**src/rtl/mem_bus_arbiter.sv**
```systemverilog
// Two-master to one-slave pipelined Wishbone arbiter.
// Master 0 is instruction fetch and master 1 is load/store. The bus is granted
// for whole cyc-framed cycles, and simultaneous requests are resolved round-robin.
// Handshake: a transfer is accepted on a cycle where wb_stb_o=1 and wb_stall_i=0.
// A master may only advance when it sees stb=1 together with stall_o=0.
// Each accepted transfer is later answered by exactly one wb_ack_i.
// The slave port is a combinational mux of the granted master. The state,
// last-granted and outstanding-count registers set what that mux selects.
module mem_bus_arbiter #(
  parameter int MAX_OUTSTANDING = 2,
  parameter int CNT_W           = 4
) (
  input  logic        clk_i,
  input  logic        rst_i,
  input  logic [31:0] m0_adr_i,
  input  logic [31:0] m0_dat_i,
  output logic [31:0] m0_dat_o,
  input  logic        m0_we_i,
  input  logic [3:0]  m0_sel_i,
  input  logic        m0_stb_i,
  input  logic        m0_cyc_i,
  output logic        m0_ack_o,
  output logic        m0_stall_o,
  input  logic [31:0] m1_adr_i,
  input  logic [31:0] m1_dat_i,
  output logic [31:0] m1_dat_o,
  input  logic        m1_we_i,
  input  logic [3:0]  m1_sel_i,
  input  logic        m1_stb_i,
  input  logic        m1_cyc_i,
  output logic        m1_ack_o,
  output logic        m1_stall_o,
  output logic [31:0] wb_adr_o,
  output logic [31:0] wb_dat_o,
  input  logic [31:0] wb_dat_i,
  output logic        wb_we_o,
  output logic [3:0]  wb_sel_o,
  output logic        wb_stb_o,
  output logic        wb_cyc_o,
  input  logic        wb_ack_i,
  input  logic        wb_stall_i
);

  typedef enum logic [1:0] {
    IDLE   = 2'd0,
    GRANT0 = 2'd1,
    GRANT1 = 2'd2
  } state_t;

  localparam logic [CNT_W-1:0] MAX_CNT = CNT_W'(MAX_OUTSTANDING);

  state_t           state_q, state_d;
  logic             last_q, last_d;
  logic [CNT_W-1:0] outst_q, outst_d;

  logic        granted;
  logic        sel1;
  logic        limit;
  logic        g_cyc;
  logic        g_stb;
  logic        other_cyc;
  logic        accept;
  logic        dec;

  // Select the granted master's request signals
  always_comb begin
    granted   = (state_q == GRANT0) || (state_q == GRANT1);
    sel1      = (state_q == GRANT1);
    g_cyc     = sel1 ? m1_cyc_i : m0_cyc_i;
    g_stb     = sel1 ? m1_stb_i : m0_stb_i;
    other_cyc = sel1 ? m0_cyc_i : m1_cyc_i;
    limit     = granted && (outst_q == MAX_CNT);
  end

  // Route the granted master to the slave; park everything else
  always_comb begin
    wb_adr_o   = '0;
    wb_dat_o   = '0;
    wb_we_o    = 1'b0;
    wb_sel_o   = '0;
    wb_stb_o   = 1'b0;
    wb_cyc_o   = 1'b0;
    m0_stall_o = 1'b1;
    m1_stall_o = 1'b1;
    m0_ack_o   = 1'b0;
    m1_ack_o   = 1'b0;
    m0_dat_o   = '0;
    m1_dat_o   = '0;
    if (granted) begin
      wb_adr_o = sel1 ? m1_adr_i : m0_adr_i;
      wb_dat_o = sel1 ? m1_dat_i : m0_dat_i;
      wb_we_o  = sel1 ? m1_we_i  : m0_we_i;
      wb_sel_o = sel1 ? m1_sel_i : m0_sel_i;
      wb_cyc_o = g_cyc;
      wb_stb_o = g_stb & ~limit;
      if (sel1) begin
        m1_stall_o = wb_stall_i | limit;
        m1_ack_o   = wb_ack_i;
        m1_dat_o   = wb_dat_i;
      end else begin
        m0_stall_o = wb_stall_i | limit;
        m0_ack_o   = wb_ack_i;
        m0_dat_o   = wb_dat_i;
      end
    end
  end

  // Next grant, round-robin pointer and in-flight count
  always_comb begin
    state_d = state_q;
    last_d  = last_q;
    outst_d = outst_q;
    accept  = wb_stb_o & ~wb_stall_i;
    // An ack with nothing counted is still forwarded but must not wrap the count.
    dec     = wb_ack_i & (outst_q != '0);
    case (state_q)
      IDLE: begin
        // Late acks from an aborted cycle land here and are simply dropped.
        outst_d = '0;
        if (m0_cyc_i && m1_cyc_i) state_d = last_q ? GRANT0 : GRANT1;
        else if (m0_cyc_i)        state_d = GRANT0;
        else if (m1_cyc_i)        state_d = GRANT1;
      end
      GRANT0, GRANT1: begin
        if (!g_cyc) begin
          // Release: the cycle ends now and anything still in flight is aborted.
          last_d  = sel1;
          outst_d = '0;
          if (other_cyc) state_d = sel1 ? GRANT0 : GRANT1;
          else           state_d = IDLE;
        end else begin
          outst_d = outst_q + {{(CNT_W-1){1'b0}}, accept}
                            - {{(CNT_W-1){1'b0}}, dec};
        end
      end
      default: state_d = IDLE;
    endcase
  end

  // Arbiter state registers with asynchronous reset
  always_ff @(posedge clk_i or posedge rst_i) begin
    if (rst_i) begin
      state_q <= IDLE;
      last_q  <= 1'b1;
      outst_q <= '0;
    end else begin
      state_q <= state_d;
      last_q  <= last_d;
      outst_q <= outst_d;
    end
  end

endmodule

```
**config.mk**
```make
export PLATFORM = sky130hd
export DESIGN_NAME = mem_bus_arbiter
export DESIGN_NICKNAME = d
export VERILOG_FILES = /design/src/rtl/mem_bus_arbiter.sv
export SDC_FILE = /design/constraint.sdc
export NUM_CORES = 1
export LEC_CHECK = 0
export ABC_AREA = 1
export BUFFER_PORTS_ARGS = -buffer_cell sky130_fd_sc_hd__buf_2
export CAP_MARGIN = 20
export CELL_PAD_IN_SITES_DETAIL_PLACEMENT = 0
export CELL_PAD_IN_SITES_GLOBAL_PLACEMENT = 1
export CORE_AREA = 2 2 124 126
export DETAILED_ROUTE_END_ITERATION = 6
export DIE_AREA = 0 0 126 128
export PLACE_DENSITY = 0.74
export REMOVE_ABC_BUFFERS = 1
export SYNTH_ARGS = -nofsm -noshare
export SYNTH_HDL_FRONTEND = slang
export SYNTH_SLANG_ARGS = --single-unit
```
**constraint.sdc**
```tcl
create_clock -name clk_i -period 3.4 [get_ports clk_i]
set_clock_uncertainty 0.05 [all_clocks]
set_input_delay 0.34 -clock clk_i [delete_from_list [all_inputs] [get_ports clk_i]]
set_output_delay 0.34 -clock clk_i [all_outputs]
set_load 0.01 [all_outputs]
```
Word-level counts from Yosys, hierarchy flattened

Index checks and enable logic that the tools add are counted.

Output and inout port bits: 139
Flip-flop bits (word level): 7
Word-level logic and storage cells: 61
Input port bits: 178

Reductions and logical operators: 9
Eq/ne operators: 5
Muxes and demuxes: 35
$add $sub $neg: 2
Bitwise operators: 7

Operators with widths:

| cell                                           | number |
|---|---|
| 2-to-1 mux 32 bit                              | 8 |
| 2-to-1 mux 1 bit                               | 15 |
| 2-to-1 mux 2 bit                               | 7 |
| 2-to-1 mux 4 bit                               | 3 |
| one-hot mux 4 bit (2 select lines)             | 1 |
| adder 4 x 1 -> 4 bit                           | 1 |
| == test 4 x 2 -> 1 bit (second input constant) | 1 |
| != test 4 bit (second input constant)          | 1 |
| one-hot mux 2 bit (2 select lines)             | 1 |
| AND reduction 2 bit                            | 2 |
| nonzero test 4 bit                             | 1 |
| subtractor 4 x 1 -> 4 bit                      | 1 |
| AND 1 bit                                      | 3 |
| NOT 1 bit                                      | 3 |
| == test 2 x 1 -> 1 bit (second input constant) | 1 |
| == test 2 bit (second input constant)          | 1 |
| logical AND 1 bit                              | 2 |
| zero test 2 bit                                | 1 |
| != test 2 bit (second input constant)          | 1 |
| nonzero test 2 bit                             | 1 |
| OR reduction 2 bit                             | 1 |
| logical OR 1 bit                               | 1 |
| OR 1 bit                                       | 1 |

Logic depth before layout (Yosys ltp)

Depth after elaboration: 11
Depth in mapped cells: 15
Depth with buffers taken out: 14

Worst setup path before layout

No wires, ideal clock.

Path kind: reg-to-reg
From: reg state_q[0]
To: reg outst_q[2]
Path buffers: 1
Arrival time: 2456 ps
Path slack: 766 ps
Cell stages (with the launch flop): 15
Clock period less this slack: 2634 ps
Data required time: 3223 ps
Setup time: 127 ps
Path through: dfrtp_1 inv_1 ha_1 buf_6 nand4_1 nand2_1 a21oi_1 nand2_1 ha_1 inv_1 ha_1 fa_1 xor2_1 nand2_1 o21ai_0

Cells in the longest elaborated chain, start to end: 11
Elaborated cells between the ends (all ways): 17
Classes of those cells: 2 x add/sub; 2 x eq/ne; 5 x mux; 3 x bitwise; 5 x reduce/logical

Ends and longest elaborated chain:

| element                                                        | line   | source |
|---|---|---|
| start, declared                                                | 52     | `state_t state_q, state_d;` |
| start signal, assigned                                         | 147    | `state_q <= state_d;` |
| == test 2 x 1 -> 1 bit / == test 2 bit (equally long branches) | 67, 68 |  |
| logical OR 1 bit                                               | 67     | `granted = (state_q == GRANT0) \|\| (state_q == GRANT1);` |
| logical AND 1 bit                                              | 72     | `limit = granted && (outst_q == MAX_CNT);` |
| NOT 1 bit                                                      | 95     | `wb_stb_o = g_stb & ~limit;` |
| AND 1 bit                                                      | 95     |  |
| 2-to-1 mux 1 bit *                                             | 89     | `if (granted) begin` |
| via wb_stb_o                                                   | 38     | `output logic wb_stb_o,` |
| AND 1 bit *                                                    | 113    | `accept = wb_stb_o & ~wb_stall_i;` |
| adder 4 x 1 -> 4 bit *                                         | 132    | `outst_d = outst_q + {{(CNT_W-1){1'b0}}, accept}` |
| subtractor 4 x 1 -> 4 bit *                                    | 133    | `- {{(CNT_W-1){1'b0}}, dec};` |
| 2-to-1 mux 4 bit *                                             | 125    | `if (!g_cyc) begin` |
| one-hot mux 4 bit (2 select lines) *                           | 116    | `case (state_q)` |
| end signal, assigned                                           | 149    | `outst_q <= outst_d;` |
| end, declared                                                  | 54     | `logic [CNT_W-1:0] outst_q, outst_d;` |

The timed path passes the listed nets; every way through them passes the cells marked *.
A chain may end at the register's enable or synchronous reset.

Final worst setup path

From: reg state_q[1]
To: out wb_dat_o[6]

Cells in the longest elaborated chain, start to end: 3
Elaborated cells between the ends (all ways): 5
Classes of those cells: 2 x eq/ne; 2 x mux; 1 x reduce/logical

Ends and longest elaborated chain:

| element                                                        | line   | source |
|---|---|---|
| == test 2 bit / == test 2 x 1 -> 1 bit (equally long branches) | 67, 68 |  |
| 2-to-1 mux 32 bit / logical OR 1 bit (equally long branches)   | 91, 67 |  |
| 2-to-1 mux 32 bit *                                            | 89     |  |
| end, declared                                                  | 34     | `output logic [31:0] wb_dat_o,` |

Every way passes the cells marked *; elsewhere a longest branch is shown, timed or not.

==> impl_metrics.json <==
{
  "status": "finished, violations left",
  "violations": "negative hold slack",
  "fin_hold_ws_ps": -12.1,
  "synth_seq_cells": 7,
  "die_h_um": 128,
  "final.min_clock_period_ps": 2760,
  "powerDensity_mw_per_mm2": 871,
  "crit_chain": "inv_1 > ha_1 > inv_2 > nor2_4 > buf_12 > a22o_1 > buf_2",
  "slowest_delay_ps": 470,
  "ctsResizeCount": 0,
  "clkLatencyLatePin_ps": 230,
  "dp_hpwl_mm": 9.66,
  "worst_slack_ps": 638,
  "cap_violations": 0,
  "end_kind": "primary output",
  "maxSlewHeadroom": 0.530,
  "clockBufferDepth": 2,
  "synth-simple-area-share": 0.243,
  "drt_iter0_markers": 157,
  "gp_congestion": 0.812,
  "antenna_found_initial": 0,
  "post_synth_num_cell_types": 24,
  "track_usage": 0.123,
  "synthCells": 276,
  "crit_start": "state_q[1]",
  "final_common_cell": "buf_2",
  "grt_overflow": 0,
  "grt_pass1_vias": 2736,
  "crit_fanout": 58,
  "power_w": 0.00308,
  "synth_top_family_by_area": "compound AO/OA/AOI/OAI gates",
  "finalHoldViolations": 6,
  "cp_top_family": "buffers and inverters",
  "num-fill-cells": 1691,
  "cp_num_buf_inv": 4,
  "wl_met2_mm": 5.81,
  "final_cell_mix": "316 x buf_2, 69 x a22o_1, 62 x nor2_1, 49 x inv_1, 27 x nand2_1",
  "die_w_um": 126,
  "worst_path_max_delay_cell": "ha_1",
  "timing.rr.start": "state_q[0]",
  "min_period_over_period": 0.812,
  "ys_warn_count": 0,
  "path_clk_slew_ps": 40,
  "final_nets": 765,
  "worstPathRequired_ps": 3010,
  "cts_tree": "built",
  "synth_top_area_share": 0.332,
  "setup_viol": 0,
  "setup_tns_ps": 0,
  "avgSynthCellArea_um2": 6.60,
  "via_per_inst": 3.92,
  "area_growth_pct": 93.8,
  "hold_buffers": 0,
  "io_pins": 317,
  "drive_above_1_share": 0.581,
  "numCtsBuffers": 3,
  "synthAdderAreaFrac": 0.0659,
  "ys_seq_area_frac": 0.0968,
  "slew_violations": 0,
  "synth.largest_area_cell": "a22o_1",
  "synth_xor_area_frac": 0.00481,
  "rsz0062_at_grt": "false",
  "met3_length_um": 685,
  "grt_pass1_wl_mm": 15.8,
  "crit_type": "flop to primary output",
  "via_count": 2996,
  "worst_slew_pin_slew_ps": 705,
  "dp_slack_ps": 719,
  "synth_mux_area_frac": 0,
  "highest-signal-layer": "met4",
  "cp.arrival_ps": 2370,
  "cts_max_level": 1,
  "firstDrtPassIters": 4,
  "drt_wl_total_mm": 11.4,
  "start_util": 0.123,
  "cts_post_setup_buffers_inserted": 0,
  "peakVddDrop_v": 0.000428,
  "diodes": 0,
  "synth_compound_area_frac": 0.360,
  "wl_met1_mm": 4.82,
  "coreArea_mm2": 0.0149,
  "detail-route-antenna-nets": 0,
  "hp-class": "input port to async pin",
  "startpoint_type": "flop",
  "cts-root-buf": "clkbuf_16",
  "die_area_mm2": 0.0161,
  "drcViolationCount": 0,
  "netlist_area_mm2": 0.00182,
  "p_leak_nw": 2.38,
  "placement_rows": 45,
  "numPortBuffers": 316,
  "grt_max_degree": 71,
  "synthTopCellsByArea": "a22o_1 33%, nor2_1 13%, buf_6 11%",
  "clkSinkCount": 7,
  "wl_per_cell_um": 14.9,
  "fmax_mhz": 362
}
==> cell type report <==
cell class | count | area, µm² | share of cell area
repair buffers | 318 | 1610 | 0.456
multi-input cells | 195 | 1230 | 0.348
flip-flops and latches | 7 | 176 | 0.0500
well taps | 188 | 235 | 0.0666
inverters | 53 | 204 | 0.0578
clock buffers | 4 | 78.8 | 0.0223
==> synth_stat cells <==
cell / number
a31oi_1: 1
a22o_1: 69
nand2_4: 1
nand2_2: 1
a21oi_1: 3
ha_1: 8
o21ai_0: 5
nor2_2: 6
inv_1: 49
o21ai_1: 1
xor2_1: 1
buf_6: 18
nor2_1: 62
fa_1: 1
dfstp_2: 1
clkbuf_1: 3
inv_4: 2
nor2_4: 1
nand3_1: 6
dfrtp_1: 6
inv_2: 2
nand2_1: 27
and2_1: 1
nand4_1: 1
==> path summary, 6_finish.rpt <==
path,to,slack [ps],cells after the start
min in group clk_i,last_q,280,2
hold / removal,outst_q[0],-10,2
setup reg to reg,outst_q[2],730,13
max in group asynchronous,last_q,3040,2
hold reg to reg,outst_q[3],430,2
setup / recovery,wb_dat_o[6],640,7
==> report_power, final <==
| group | internal (W) | switching (W) |
|---|---|---|
| clock network | 0.000156 | 0.0000455 |
| registers | 0.000110 | 0.0000146 |
| logic | 0.00108 | 0.00167 |
| total | 0.00135 | 0.00173 |
==> sequential cells by signal, summed over array words and instances (netlist names) <==
signal	cells
outst_q	4
state_q	2
last_q	1
==> kinds of logic (layout without fill, tap and decap cells) <==
logic type	count (synthesis)	count (layout)
AND/OR/NAND/NOR	106	106
AO/OA/AOI/OAI	79	79
buffers and inverters	74	375
adder cells (fa/ha/maj)	9	9
flip-flops	7	7
XOR/XNOR	1	1
==> per-layer routing <==
| layer | track usage | vias to the layer above |
|---|---|---|
| met2 | 0.223 | 132 |
| met3 | 0.0150 | 13 |
| met5 | 0 | - |
| met4 | 0.0187 | 0 |
| li1 | - | 1518 |
| met1 | 0.158 | 1333 |
==> stage by stage <==
step	instance area [µm²]	std cells	util
final	3530	765	0.238
after global routing	3530	765	0.238
after CTS	3530	765	0.238
after detailed placement	3450	761	0.232
after global placement	3450	761	0.232
after floorplan	1610	255	-
Power figures use the tool's default switching activity.
